<file path="src/rtl/ahb_dma_pkg.sv">
// Shared constants, encodings and types for the DMA AHB-Lite CSR block.
package ahb_dma_pkg;

    localparam logic [11:0] CH_STRIDE    = 12'h010;
    localparam logic [11:0] OFF_SADDR    = 12'h000;
    localparam logic [11:0] OFF_DADDR    = 12'h004;
    localparam logic [11:0] OFF_LEN      = 12'h008;
    localparam logic [11:0] OFF_CTRL     = 12'h00C;
    localparam logic [11:0] OFF_STATUS   = 12'h100;
    localparam logic [11:0] OFF_INT_STAT = 12'h104;

    localparam int CTRL_START  = 0;
    localparam int CTRL_INT_EN = 1;

    typedef enum logic [1:0] {
        CH_IDLE   = 2'd0,
        CH_LAUNCH = 2'd1,
        CH_BUSY   = 2'd2
    } ch_state_e;

    typedef enum logic [1:0] {
        HTRANS_IDLE   = 2'b00,
        HTRANS_BUSY   = 2'b01,
        HTRANS_NONSEQ = 2'b10,
        HTRANS_SEQ    = 2'b11
    } htrans_e;

    localparam logic HRESP_OKAY  = 1'b0;
    localparam logic HRESP_ERROR = 1'b1;

    // Registered address-phase attributes carried into the data phase.
    typedef struct packed {
        logic        vld;
        logic        write;
        logic [11:0] off;
        logic        err;        // illegal regardless of write data
        logic        ctrl_busy;  // CTRL write to a non-idle channel; illegal only if START=1
    } dphase_t;

endpackage

</file>
<file path="src/rtl/ahb_dma_ch.sv">
// One DMA channel: SADDR/DADDR/LEN/INT_EN registers plus IDLE/LAUNCH/BUSY sequencer.
// Latency: register writes land on the strobe edge; dma_start is high the cycle after a START write.
// Backpressure: none; config writes are dropped unless the channel is IDLE.
module ahb_dma_ch
    import ahb_dma_pkg::*;
#(
    parameter int LEN_W = 14
) (
    input  logic             hclk,
    input  logic             hreset,
    input  logic             wr_saddr,
    input  logic             wr_daddr,
    input  logic             wr_len,
    input  logic             wr_ctrl,
    input  logic [31:0]      wdata,
    input  logic             dma_done,
    output logic             dma_start,
    output logic [31:0]      saddr,
    output logic [31:0]      daddr,
    output logic [LEN_W-1:0] len,
    output logic             int_en,
    output logic             busy,
    output logic             done_evt
);

    ch_state_e state_q, state_d;

    always_ff @(posedge hclk or posedge hreset) begin
        if (hreset) begin
            state_q <= CH_IDLE;
        end else begin
            state_q <= state_d;
        end
    end

    always_comb begin
        state_d   = state_q;
        dma_start = 1'b0;
        case (state_q)
            CH_IDLE:   if (wr_ctrl && wdata[CTRL_START]) state_d = CH_LAUNCH;
            CH_LAUNCH: begin
                dma_start = 1'b1;
                state_d   = CH_BUSY;
            end
            CH_BUSY:   if (dma_done) state_d = CH_IDLE;
            default:   state_d = CH_IDLE;
        endcase
    end

    assign busy     = (state_q != CH_IDLE);
    assign done_evt = (state_q == CH_BUSY) && dma_done;

    // The IDLE guard keeps dma_cfg_* frozen even if a write slipped past the address-phase check.
    always_ff @(posedge hclk or posedge hreset) begin
        if (hreset) begin
            saddr  <= '0;
            daddr  <= '0;
            len    <= '0;
            int_en <= 1'b0;
        end else begin
            if (state_q == CH_IDLE) begin
                if (wr_saddr) saddr <= wdata;
                if (wr_daddr) daddr <= wdata;
                if (wr_len)   len   <= wdata[LEN_W-1:0];
            end
            if (wr_ctrl) int_en <= wdata[CTRL_INT_EN];
        end
    end

endmodule

</file>
<file path="src/rtl/ahb_dma_csr.sv">
// AHB-Lite CSR slave for NUM_CH DMA channels with sticky interrupt status and ERROR sequencer.
// Latency: zero-wait OKAY reads/writes; write lands on the edge ending the data phase.
// Backpressure: hreadyout drops only in the first cycle of the two-cycle ERROR response.
module ahb_dma_csr
    import ahb_dma_pkg::*;
#(
    parameter int NUM_CH = 4,
    parameter int LEN_W  = 14
) (
    input  logic                      hclk,
    input  logic                      hreset,
    input  logic                      hsel,
    input  logic                      hready_in,
    input  logic                      hwrite,
    input  logic [1:0]                htrans,
    input  logic [31:0]               haddr,
    input  logic [31:0]               hwdata,
    output logic [31:0]               hrdata,
    output logic                      hreadyout,
    output logic                      hresp,
    output logic [NUM_CH-1:0]         dma_start,
    input  logic [NUM_CH-1:0]         dma_done,
    output logic [NUM_CH*32-1:0]      dma_cfg_saddr,
    output logic [NUM_CH*32-1:0]      dma_cfg_daddr,
    output logic [NUM_CH*LEN_W-1:0]   dma_cfg_number,
    output logic                      irq
);

    logic              acc;
    logic [11:0]       a_off;
    logic              a_ch_hit, a_ch_idle, a_is_ctrl, a_err, a_ctrl_busy;
    dphase_t           dp;
    logic              err1, err2_q, dp_ok, wr_en, w1c;
    logic [NUM_CH-1:0] wr_saddr, wr_daddr, wr_len, wr_ctrl;
    logic [NUM_CH-1:0] ch_busy, ch_int_en, ch_done, int_stat;
    logic [31:0]       rd;
    logic              unused_haddr;

    assign unused_haddr = ^haddr[31:12];

    assign acc = hsel && hready_in && ((htrans == HTRANS_NONSEQ) || (htrans == HTRANS_SEQ));

    always_comb begin
        a_off     = haddr[11:0];
        a_ch_hit  = (a_off[11:8] == 4'h0) && ({28'd0, a_off[7:4]} < 32'(NUM_CH));
        a_is_ctrl = (a_off[3:0] == OFF_CTRL[3:0]);
        a_ch_idle = 1'b1;
        for (int c = 0; c < NUM_CH; c++) begin
            if (a_off[6:4] == 3'(c)) a_ch_idle = ~ch_busy[c];
        end
        a_err = (a_off[1:0] != 2'b00)
              || !(a_ch_hit || (a_off == OFF_STATUS) || (a_off == OFF_INT_STAT))
              || (hwrite && (a_off == OFF_STATUS))
              || (hwrite && a_ch_hit && !a_is_ctrl && !a_ch_idle);
        a_ctrl_busy = hwrite && a_ch_hit && a_is_ctrl && !a_ch_idle;
    end

    always_ff @(posedge hclk or posedge hreset) begin
        if (hreset) begin
            dp     <= '0;
            err2_q <= 1'b0;
        end else begin
            if (hready_in) begin
                dp.vld       <= acc;
                dp.write     <= hwrite;
                dp.off       <= a_off;
                dp.err       <= a_err;
                dp.ctrl_busy <= a_ctrl_busy;
            end
            err2_q <= err1;
        end
    end

    // START legality needs hwdata, so the first ERROR cycle is resolved in the data phase.
    assign err1      = dp.vld && !err2_q && (dp.err || (dp.ctrl_busy && hwdata[CTRL_START]));
    assign dp_ok     = dp.vld && !err2_q && !err1;
    assign wr_en     = dp_ok && dp.write && hready_in;
    assign w1c       = wr_en && (dp.off == OFF_INT_STAT);
    assign hreadyout = !err1;
    assign hresp     = (err1 || err2_q) ? HRESP_ERROR : HRESP_OKAY;

    always_comb begin
        wr_saddr = '0;
        wr_daddr = '0;
        wr_len   = '0;
        wr_ctrl  = '0;
        for (int c = 0; c < NUM_CH; c++) begin
            if (wr_en && (dp.off[11:8] == 4'h0) && (dp.off[7:4] == 4'(c))) begin
                case (dp.off[3:0])
                    OFF_SADDR[3:0]: wr_saddr[c] = 1'b1;
                    OFF_DADDR[3:0]: wr_daddr[c] = 1'b1;
                    OFF_LEN[3:0]:   wr_len[c]   = 1'b1;
                    OFF_CTRL[3:0]:  wr_ctrl[c]  = 1'b1;
                    default:        ;
                endcase
            end
        end
    end

    for (genvar c = 0; c < NUM_CH; c++) begin : g_ch
        ahb_dma_ch #(.LEN_W(LEN_W)) u_ch (
            .hclk      (hclk),
            .hreset    (hreset),
            .wr_saddr  (wr_saddr[c]),
            .wr_daddr  (wr_daddr[c]),
            .wr_len    (wr_len[c]),
            .wr_ctrl   (wr_ctrl[c]),
            .wdata     (hwdata),
            .dma_done  (dma_done[c]),
            .dma_start (dma_start[c]),
            .saddr     (dma_cfg_saddr[32*c +: 32]),
            .daddr     (dma_cfg_daddr[32*c +: 32]),
            .len       (dma_cfg_number[LEN_W*c +: LEN_W]),
            .int_en    (ch_int_en[c]),
            .busy      (ch_busy[c]),
            .done_evt  (ch_done[c])
        );
    end

    // Completion set is OR-ed after the clear so a same-edge done wins.
    always_ff @(posedge hclk or posedge hreset) begin
        if (hreset) begin
            int_stat <= '0;
        end else begin
            int_stat <= (int_stat & ~(w1c ? hwdata[NUM_CH-1:0] : '0)) | ch_done;
        end
    end

    assign irq = |(int_stat & ch_int_en);

    always_comb begin
        rd = '0;
        if (dp_ok && !dp.write) begin
            if (dp.off == OFF_STATUS) begin
                rd[NUM_CH-1:0] = ch_busy;
            end else if (dp.off == OFF_INT_STAT) begin
                rd[NUM_CH-1:0] = int_stat;
            end else begin
                for (int c = 0; c < NUM_CH; c++) begin
                    if (dp.off[7:4] == 4'(c)) begin
                        case (dp.off[3:0])
                            OFF_SADDR[3:0]: rd = dma_cfg_saddr[32*c +: 32];
                            OFF_DADDR[3:0]: rd = dma_cfg_daddr[32*c +: 32];
                            OFF_LEN[3:0]:   rd[LEN_W-1:0] = dma_cfg_number[LEN_W*c +: LEN_W];
                            OFF_CTRL[3:0]: begin
                                rd[CTRL_START]  = ch_busy[c];
                                rd[CTRL_INT_EN] = ch_int_en[c];
                            end
                            default:        ;
                        endcase
                    end
                end
            end
        end
    end

    assign hrdata = rd;

endmodule

</file>
<file path="config.mk">
export PLATFORM = sky130hd
export DESIGN_NAME = ahb_dma_csr
export DESIGN_NICKNAME = d
export VERILOG_FILES = /design/src/rtl/ahb_dma_pkg.sv /design/src/rtl/ahb_dma_ch.sv /design/src/rtl/ahb_dma_csr.sv
export SDC_FILE = /design/constraint.sdc
export NUM_CORES = 1
export LEC_CHECK = 0
export ABC_AREA = 0
export ABC_CLOCK_PERIOD_IN_PS = 16300
export BUFFER_PORTS_ARGS = -buffer_cell sky130_fd_sc_hd__buf_4
export CORE_UTILIZATION = 45
export DETAILED_ROUTE_END_ITERATION = 10
export GPL_TIMING_DRIVEN = 0
export PLACE_DENSITY_LB_ADDON = 0.25
export SYNTH_ARGS = -nofsm -noshare
export SYNTH_HDL_FRONTEND = slang
export SYNTH_SLANG_ARGS = --single-unit
</file>
<file path="constraint.sdc">
create_clock -name hclk -period 16.3 [get_ports hclk]
set_input_delay 0.815 -clock hclk [delete_from_list [all_inputs] [get_ports hclk]]
set_output_delay 0.815 -clock hclk [all_outputs]
set_load 0.03 [all_outputs]
</file>
==> results.json, run 1 <==
{
  "grt_max_degree": 121,
  "drv_slew": 0,
  "clockBufferDepth": 3,
  "grt_usage": 0.3242,
  "dp_slack_ns": 12.20,
  "grt_pass1_vias": 13250,
  "yosysSeqAreaShare": 0.5351,
  "cts_hold_buffers": 0,
  "wl_mm": 59.56,
  "synth-edff-count": 0,
  "ys.flop_type": "dfrtp_1",
  "finalHoldViolCount": 0,
  "clk_pin_slew_ns": 0.06,
  "final.setup_skew_ns": 0.01395,
  "num_rows": 68,
  "drive_gt1_frac": 0.4772,
  "yosysWarnings": 0,
  "path_max_fanout": 10,
  "place_congestion": 0.9945,
  "cp-end-kind": "primary output",
  "relSlewSlack": 0.1345,
  "worstPathArrival_ns": 4.00,
  "ys_types": 56,
  "nNetsFinal": 1805,
  "die_width_um": 191.3,
  "rsz0062_at_grt": "no",
  "powerDensity_nw_per_um2": 87.82,
  "timing.fmax_mhz": 207.5,
  "vias": 13150,
  "cap_violations": 0,
  "drtIter0Drc": 935,
  "synth_area_leaders": "dfrtp_1 (54%), mux2_2 (22%), mux2i_1 (4.2%)",
  "place_area_um2": 19830,
  "p_seq_frac": 0.468,
  "numPortBuffers": 404,
  "setup_tns_ns": 0,
  "fin_ws_ns": 11.48,
  "start_util": 0.4625,
  "cts_tree": "done",
  "die_height_um": 191.3,
  "peakVddDrop_v": 0.00008100,
  "synth_top_area_frac": 0.5351,
  "p_sw_mw": 0.4511,
  "min_period_ns": 4.819,
  "power.internal_mw": 1.398,
  "tightest_slew_ns": 1.291,
  "setup_viol": 0,
  "io_pins": 426,
  "vias_per_cell": 5.945,
  "hold_class": "in2async",
  "cts_root_buf": "clkbuf_16",
  "fin_area_um2": 21050,
  "synthTopCellsByCount": "dfrtp_1 (345), mux2_2 (322), nand2_1 (75)",
  "fp.dieArea_um2": 36610,
  "status": "finished, final reports clean",
  "htreeDepth": 2,
  "cts_sinks": 345,
  "detail_route.wl_per_cell_um": 26.94,
  "synth_area_per_cell_um2": 12.57,
  "antenna_found_initial": 0,
  "path_class": "reg2out",
  "syn_area_um2": 16130,
  "post-cts-setup-buffer-count": 0,
  "dr.pass1.iters": 6,
  "area_growth_pct": 30.48,
  "synth_most_common_cell": "dfrtp_1",
  "grt_pass1_wl_mm": 86.37,
  "overflow": 0,
  "crit_path_start_kind": "flop",
  "clk_latency_ns": 0.53,
  "drc": 0,
  "n_antenna_cell": 0,
  "synthCells": 1283,
  "p_leak_nw": 10.58,
  "cts_resized": 0,
  "swShare": 0.2440,
  "hpwl_mm": 42.62,
  "crit_required_ns": 15.49,
  "cts_made_buffers": 38,
  "p_clk_frac": 0.460,
  "synthArstFlopShare": 1.000,
  "postRouteAntennaNets": 0,
  "ys_seq_elements": 345,
  "core-area_um2": 34880,
  "pwr-share-comb": 0.072,
  "yosysTopAreaCell": "dfrtp_1",
  "syn_nets": 1358,
  "finalCritPeriodShare": 0.2956
}
[sequential cells by signal, indices dropped and copies added, names as in the netlist]
register           count
g_ch.u_ch.state_q      8
g_ch.u_ch.int_en       4
g_ch.u_ch.daddr      128
dp                    16
g_ch.u_ch.len         56
int_stat               4
g_ch.u_ch.saddr      128
err2_q                 1
[metal layers]
layer  GRT usage  vias up  share of wire
li1            -     5601              -
met1      0.4132     6686           0.39
met2      0.5203      716           0.47
met3     0.09400      142           0.10
met4      0.1236        0          0.037
met5           0        -              0
[cells by family after synthesis]
logic type / count (synthesis) / synth area share
and+or+nand+nor: 210 / 0.06522
AOI/OAI and AO/OA: 204 / 0.08508
buffers and inverters: 116 / 0.03149
muxes: 408 / 0.2831
DFF: 345 / 0.5351
[per-stage QoR]
stage / power [mW] / util / hold WS (ns) / instances
after global routing: 1.901 / 0.6034 / 0.3303 / 2211
after detailed placement: 1.011 / 0.5683 / 0.4883 / 2145
after global placement: 1.008 / 0.5657 / 0.4804 / 2142
final: 1.849 / 0.6034 / 0.2980 / 2211
after floorplan: 0.9501 / - / 0.4445 / 1283
after CTS: 1.855 / 0.6034 / 0.3158 / 2211
[path summary, 6_finish.rpt]
check                      startpoint                     end  slack (ns)  depth (start not counted)
max                             dp[9]               hrdata[2]       11.48                          8
min                            hreset                  dp[15]        0.30                          2
max reg2reg                     dp[9]     g_ch[2].u_ch.len[2]       12.87                          6
min reg2reg                    err2_q                  err2_q        0.50                          1
max in group asynchronous      hreset  g_ch[3].u_ch.saddr[12]       14.62                          4
min in group hclk              err2_q                  err2_q        0.50                          1
[cell type report]
class                           count  area, um2
Buffer                            104      462.9
Clock buffer                       56       1140
Clock inverter                     10      85.08
Fill cell                        2926      13830
Inverter                           12      52.55
Multi-Input combinational cell    822       6992
Sequential cell                   345       8633
Tap cell                          455      569.3
Timing Repair Buffer              407       3115
[cells in the final DEF (no fill, tap or decap), types with 4 or more instances in the layout]
master     instances
buf_1             22
or3_1              4
a221oi_1          11
or2_2              6
o2bb2ai_1          5
nand3_1           21
clkbuf_8          10
mux2_2           322
clkbuf_1          62
nand2_1           75
buf_2             16
nand4_1            4
o21ai_0           33
buf_4            412
a21oi_1           52
clkbuf_16         39
a32o_1             4
dfrtp_1          345
o211ai_1           5
inv_1             11
nor2b_1            4
clkinv_2           6
mux2i_1           67
mux4_2             5
nor3_1             7
nor2_1            56
a211oi_1           5
o221ai_1          12
mux2_1            14
a22oi_1           38
a31oi_1           14
o22ai_1            7
a221o_1            7
[power by group through the flow]
stage,clock [mW],combinational [mW],sequential [mW]
after floorplan,0,0.0706,0.879
final,0.851,0.133,0.865
after detailed placement,0,0.131,0.880
after global placement,0,0.128,0.881
after global routing,0.895,0.141,0.864
after CTS,0.858,0.132,0.864
[critical path, stage by stage (launching register included)]
cell and delay (ns):
dfrtp_1 0.36, clkbuf_1 0.25, nor4_2 0.62, clkbuf_1 0.70
buf_1 0.72, nand3_1 0.17, o21ai_0 0.34, a21oi_1 0.13
buf_4 0.20
Note: power is estimated with default switching activity, not from simulation.
==> inputs of run 2 (changes only) <==
- ABC_CLOCK_PERIOD_IN_PS: 16300 -> 4600
- clock period: 16.3 -> 4.6 ns (I/O delays scaled with it)
==> run 2 against run 1 <==
Effect of this change:
- non-clock buffer count rose by 54
- sequential power rose to 3.5 times the previous value
- sequential share of layout area fell by 1.1 points
==> results.json, run 2 (synthesis results as in run 1) <==
{
  "drtIter0Drc": 1000,
  "critPathMaxStageDelay_ns": 0.86,
  "slowest_stage": "nor4_2",
  "cts_made_buffers": 39,
  "grt_max_degree": 45,
  "peakVddDrop_v": 0.0003023,
  "n_antenna_cell": 0,
  "powerDensity_nw_per_um2": 306.8,
  "total_power_mw": 6.643,
  "grt_usage": 0.3272,
  "worstPathArrival_ns": 4.12,
  "htreeDepth": 2,
  "finalCritPeriodShare": 0.9465,
  "grt_pass1_vias": 13450,
  "postRouteAntennaNets": 0,
  "place_congestion": 0.9597,
  "cts_root_buf": "clkbuf_16",
  "clk_pin_slew_ns": 0.06,
  "numPortBuffers": 404,
  "dr.pass1.iters": 5,
  "dpl.cell_count": 2151,
  "io_pins": 426,
  "num_rows": 68,
  "finalHoldViolCount": 0,
  "vias_per_cell": 5.894,
  "nFillCells": 2855,
  "status": "finished, final reports clean",
  "rsz0062_at_grt": "no",
  "crit_top_cell": "clkbuf_1",
  "clockBufferDepth": 3,
  "timing.fmax_mhz": 229.7,
  "crit_required_ns": 4.37,
  "p_leak_nw": 10.83,
  "hpwl_mm": 43.53,
  "detail_route.wl_per_cell_um": 26.69,
  "tightest_slew_ns": 1.270,
  "path_cells": "clkbuf_1 > nor4_2 > clkbuf_1 > clkbuf_1 > a2bb2oi_1 > o21ai_0 > a21oi_1 > buf_4",
  "grt_pass1_wl_mm": 86.98,
  "final.setup_skew_ns": 0.01452,
  "hold_ws_ns": 0.01334,
  "cp-end-kind": "primary output",
  "cts_resized": 0,
  "setup_viol": 0,
  "cts_sinks": 345,
  "min_period_ns": 4.354,
  "antenna_found_initial": 0,
  "post-cts-setup-buffer-count": 0,
  "area_growth_pct": 34.21,
  "cts_tree": "done",
  "vias": 13360,
  "overflow": 0,
  "wl_mm": 60.49,
  "path_max_fanout": 10,
  "top_regs": "g_ch.u_ch.daddr: 128 flops, g_ch.u_ch.saddr: 128 flops, g_ch.u_ch.len: 56 flops",
  "multi_input_area_um2": 6992,
  "drv_slew": 0,
  "layout.cells.non_filler": 2266,
  "core-area_um2": 34880,
  "nNetsFinal": 1860,
  "start_util": 0.4625,
  "fp.dieArea_um2": 36610,
  "layout_commonest_cell": "buf_4",
  "drive_gt1_frac": 0.4655,
  "crit_path_start_kind": "flop",
  "hold_class": "in2reg",
  "path_class": "reg2out",
  "cap_violations": 0,
  "relSlewSlack": 0.1470,
  "die_height_um": 191.3,
  "final-seq-area_um2": 8633,
  "drc": 0,
  "die_width_um": 191.3,
  "mostFrequentLayoutCells": "buf_4 (412), dfrtp_1 (345), mux2_2 (322), nand2_1 (75), mux2i_1 (67)",
  "clk_latency_ns": 0.55
}
run 2: metal layers:
metal | vias to the layer above | track usage | wire length, um
met5 | - | 0 | 0
met3 | 149 | 0.09840 | 6085
met2 | 715 | 0.5153 | 27840
met4 | 0 | 0.1499 | 2879
met1 | 6777 | 0.4133 | 23680
li1 | 5715 | - | -
run 2: stage by stage:
stage / utilization / instance area [um2] / worst slack [ns] / TNS [ns]
after floorplan: - / 16140 / -0.2465 / -85.03
after global placement: 0.5659 / 19740 / -2.300 / -783.12
after detailed placement: 0.5710 / 19920 / 0.9893 / 0
after CTS: 0.6207 / 21650 / 0.4006 / 0
after global routing: 0.6207 / 21650 / 0.2146 / 0
final: 0.6207 / 21650 / 0.2463 / 0
run 2: final cells by class:
class,count,area share
inverters,12,0.002254
repair buffers,461,0.1706
flip-flops and latches,345,0.3987
clock inverters,8,0.003698
multi-input cells,822,0.3229
clock buffers,59,0.05415
well taps,455,0.02629
plain buffers,104,0.02138
run 2: path summary, 6_finish.rpt:
path                                               from                 endpoint  slack (ns)  cells after the start
min in group asynchronous                        hreset                    dp[8]        0.44                      3
worst max-delay path                              dp[3]                hrdata[2]        0.25                      8
worst min register to register  g_ch[0].u_ch.state_q[0]  g_ch[0].u_ch.state_q[0]        0.48                      1
max in group asynchronous                        hreset   g_ch[3].u_ch.saddr[10]        2.64                      7
worst min-delay path                          hwdata[3]    g_ch[3].u_ch.daddr[3]        0.01                      2
worst max register to register                    dp[9]      g_ch[2].u_ch.len[1]        1.05                      6
run 2: what timing repair did:
action,4_1_cts,5_1_grt
hold buffers,48,0
endpoints found under the setup margin,0,0
endpoints found under the hold margin,193,0
run 2: where the power goes:
part           internal (mW)  switching, mW
registers               3.05         0.0130
clock network           1.81           1.25
logic                  0.166          0.353
run 2: critical path: cells and delay by family (launching register included):
family / cells / cell delay, ns
buffers and inverters: 4 / 1.71
AO/OA/AOI/OAI: 3 / 0.65
AND/OR/NAND/NOR: 1 / 0.86
flip-flops: 1 / 0.37
==> inputs of run 3 (changes only) <==
- CELL_PAD_IN_SITES_DETAIL_PLACEMENT: not set -> 0
- CELL_PAD_IN_SITES_GLOBAL_PLACEMENT: not set -> 1
- CORE_UTILIZATION: 45 -> 42
==> run 3 against run 2 <==
Effect of this change:
- sequential power about the same
- routed wire length up 1.0%
- clock skew is 0.0027 ns higher
- first-iteration DRC count decreased by 25%
- sequential share of layout area about the same
- sequential cell count did not move
- clock power fell by 4%
- total power shrank 1.8%
- global-route usage is 1.5 points lower
- maximum frequency grew 1.1%
- die area grew 7.1%
- cell area about the same
- critical path type unchanged
- largest cell class unchanged
- highest routed layer unchanged
==> results.json, run 3 (synthesis results as in run 1) <==
{
  "grt_max_degree": 44,
  "nNetsFinal": 1863,
  "wl_met2_mm": 28.83,
  "critPathMaxStageDelay_ns": 0.74,
  "setup_viol": 0,
  "postRouteAntennaNets": 0,
  "drtIter0Drc": 746,
  "place_area_um2": 19990,
  "crit_top_cell": "clkbuf_1",
  "layout_commonest_cell": "buf_4",
  "multi_input_area_um2": 6992,
  "die_width_um": 198.0,
  "drv_slew": 0,
  "status": "finished, final reports clean",
  "path_cells": "clkbuf_1 > nor4_2 > clkbuf_1 > clkbuf_1 > a2bb2oi_1 > o21ai_0 > a21oi_1 > buf_4",
  "final-seq-area_um2": 8633,
  "grt_pass1_vias": 13360,
  "nFillCells": 3248,
  "overflow": 0,
  "vias_per_cell": 5.636,
  "cts_root_buf": "clkbuf_16",
  "crit_path_start_kind": "flop",
  "grt_usage": 0.3125,
  "fin_area_um2": 21670,
  "place_congestion": 0.9314,
  "crit_required_ns": 4.37,
  "finalHoldViolCount": 0,
  "timing.fmax_mhz": 232.2,
  "hold_class": "in2reg",
  "path_class": "reg2out",
  "grt_pass1_wl_mm": 88.60,
  "wl_mm": 61.09,
  "n_antenna_cell": 0,
  "p_leak_nw": 10.79,
  "htreeDepth": 2,
  "start_util": 0.4273,
  "top_regs": "g_ch.u_ch.daddr: 128 flops, g_ch.u_ch.saddr: 128 flops, g_ch.u_ch.len: 56 flops",
  "num_rows": 71,
  "io_pins": 426,
  "cts_sinks": 345,
  "path_max_fanout": 10,
  "drive_gt1_frac": 0.4621,
  "relSlewSlack": 0.05377,
  "cts_tree": "done",
  "slowest_stage": "nor4_2",
  "min_period_ns": 4.306,
  "fp.dieArea_um2": 39200,
  "detail_route.wl_per_cell_um": 26.33,
  "drc": 0,
  "peakVddDrop_v": 0.0002674,
  "area_growth_pct": 34.30,
  "mostFrequentLayoutCells": "buf_4 (412), dfrtp_1 (345), mux2_2 (322), nand2_1 (75), mux2i_1 (67)",
  "cts_made_buffers": 39,
  "met3WireLength_mm": 5.077,
  "dpl.cell_count": 2207,
  "clk_pin_slew_ns": 0.06,
  "setup_tns_ns": 0,
  "cap_violations": 0,
  "rsz0062_at_grt": "no",
  "numPortBuffers": 404,
  "hpwl_mm": 43.80,
  "layout.cells.non_filler": 2320,
  "clockBufferDepth": 3,
  "cp-end-kind": "primary output",
  "wl_met1_mm": 24.95,
  "vias": 13080,
  "maxUsedRoutingLayer": "met4",
  "die_height_um": 198.0,
  "powerDensity_nw_per_um2": 301.1,
  "antenna_found_initial": 0,
  "finalCritPeriodShare": 0.9361,
  "tightest_slew_ns": 1.409,
  "dr.pass1.iters": 7,
  "core-area_um2": 37760,
  "clk_latency_ns": 0.57,
  "final.setup_skew_ns": 0.01720,
  "worstPathArrival_ns": 4.08,
  "post-cts-setup-buffer-count": 0
}
-- run 3: changes by cell type in the layout (fill, tap and decap cells not counted), sizes merged --
cell,delta
bufinv,-1
clkbuf,-2
clkinv,-3
clkinvlp,+1
dlygate4sd3,+3
-- run 3: final cells by class --
class                      count  share of cell area
buffer                       104             0.02137
clock buffer                  57             0.05191
clock inverter                 5            0.001963
inverter                      12            0.002252
multi-input combinational    822              0.3227
sequential                   345              0.3985
tap                          511             0.02951
timing repair buffer         464              0.1719
-- run 3: per-layer routing --
layer | GRT usage | vias up
met5 | 0 | -
met4 | 0.1258 | 0
met3 | 0.08040 | 106
met2 | 0.5025 | 535
met1 | 0.4019 | 6707
li1 | - | 5727
-- run 3: final timing paths --
| path | start | to | cells after the start | slack, ns |
|---|---|---|---|---|
| worst max-delay path | dp[3] | hrdata[2] | 8 | 0.29 |
| worst min-delay path | hwdata[1] | g_ch[3].u_ch.len[1] | 2 | 0.02 |
| worst max register to register | dp[9] | g_ch[2].u_ch.len[2] | 6 | 1.15 |
| worst min register to register | g_ch[0].u_ch.state_q[0] | g_ch[0].u_ch.state_q[0] | 1 | 0.49 |
| max in group asynchronous | hreset | g_ch[2].u_ch.daddr[12] | 6 | 3.19 |
| min in group asynchronous | hreset | dp[15] | 3 | 0.26 |
-- run 3: stage by stage --
| step | worst slack (ns) | utilization | power (mW) | hold WS (ns) |
|---|---|---|---|---|
| floorplan | -0.2465 | - | 3.367 | 0.3617 |
| detailed placement | 0.9323 | 0.5294 | 3.601 | 0.2811 |
| CTS | 0.3354 | 0.5739 | 6.569 | 0.001997 |
| global placement | -2.411 | 0.5247 | 3.582 | 0.4668 |
| global route | 0.09123 | 0.5739 | 6.709 | 0.03004 |
| finish | 0.2940 | 0.5739 | 6.524 | 0.02317 |
-- run 3: critical path: cells and delay by family, from the launching register on --
family	cells	cell delay (ns)
AO/OA/AOI/OAI	3	0.66
buffers and inverters	4	1.76
flip-flops	1	0.35
AND/OR/NAND/NOR	1	0.74
-- run 3: what timing repair did --
item                                   CTS  global route
setup endpoints to repair                0             0
endpoints found under the hold margin  209             0
gates resized for setup                  0             0
hold buffers                            51             0
-- run 3: where the power goes --
part | switching, mW | internal, mW
combinational | 0.354 | 0.167
sequential | 0.0130 | 3.05
clock | 1.25 | 1.68
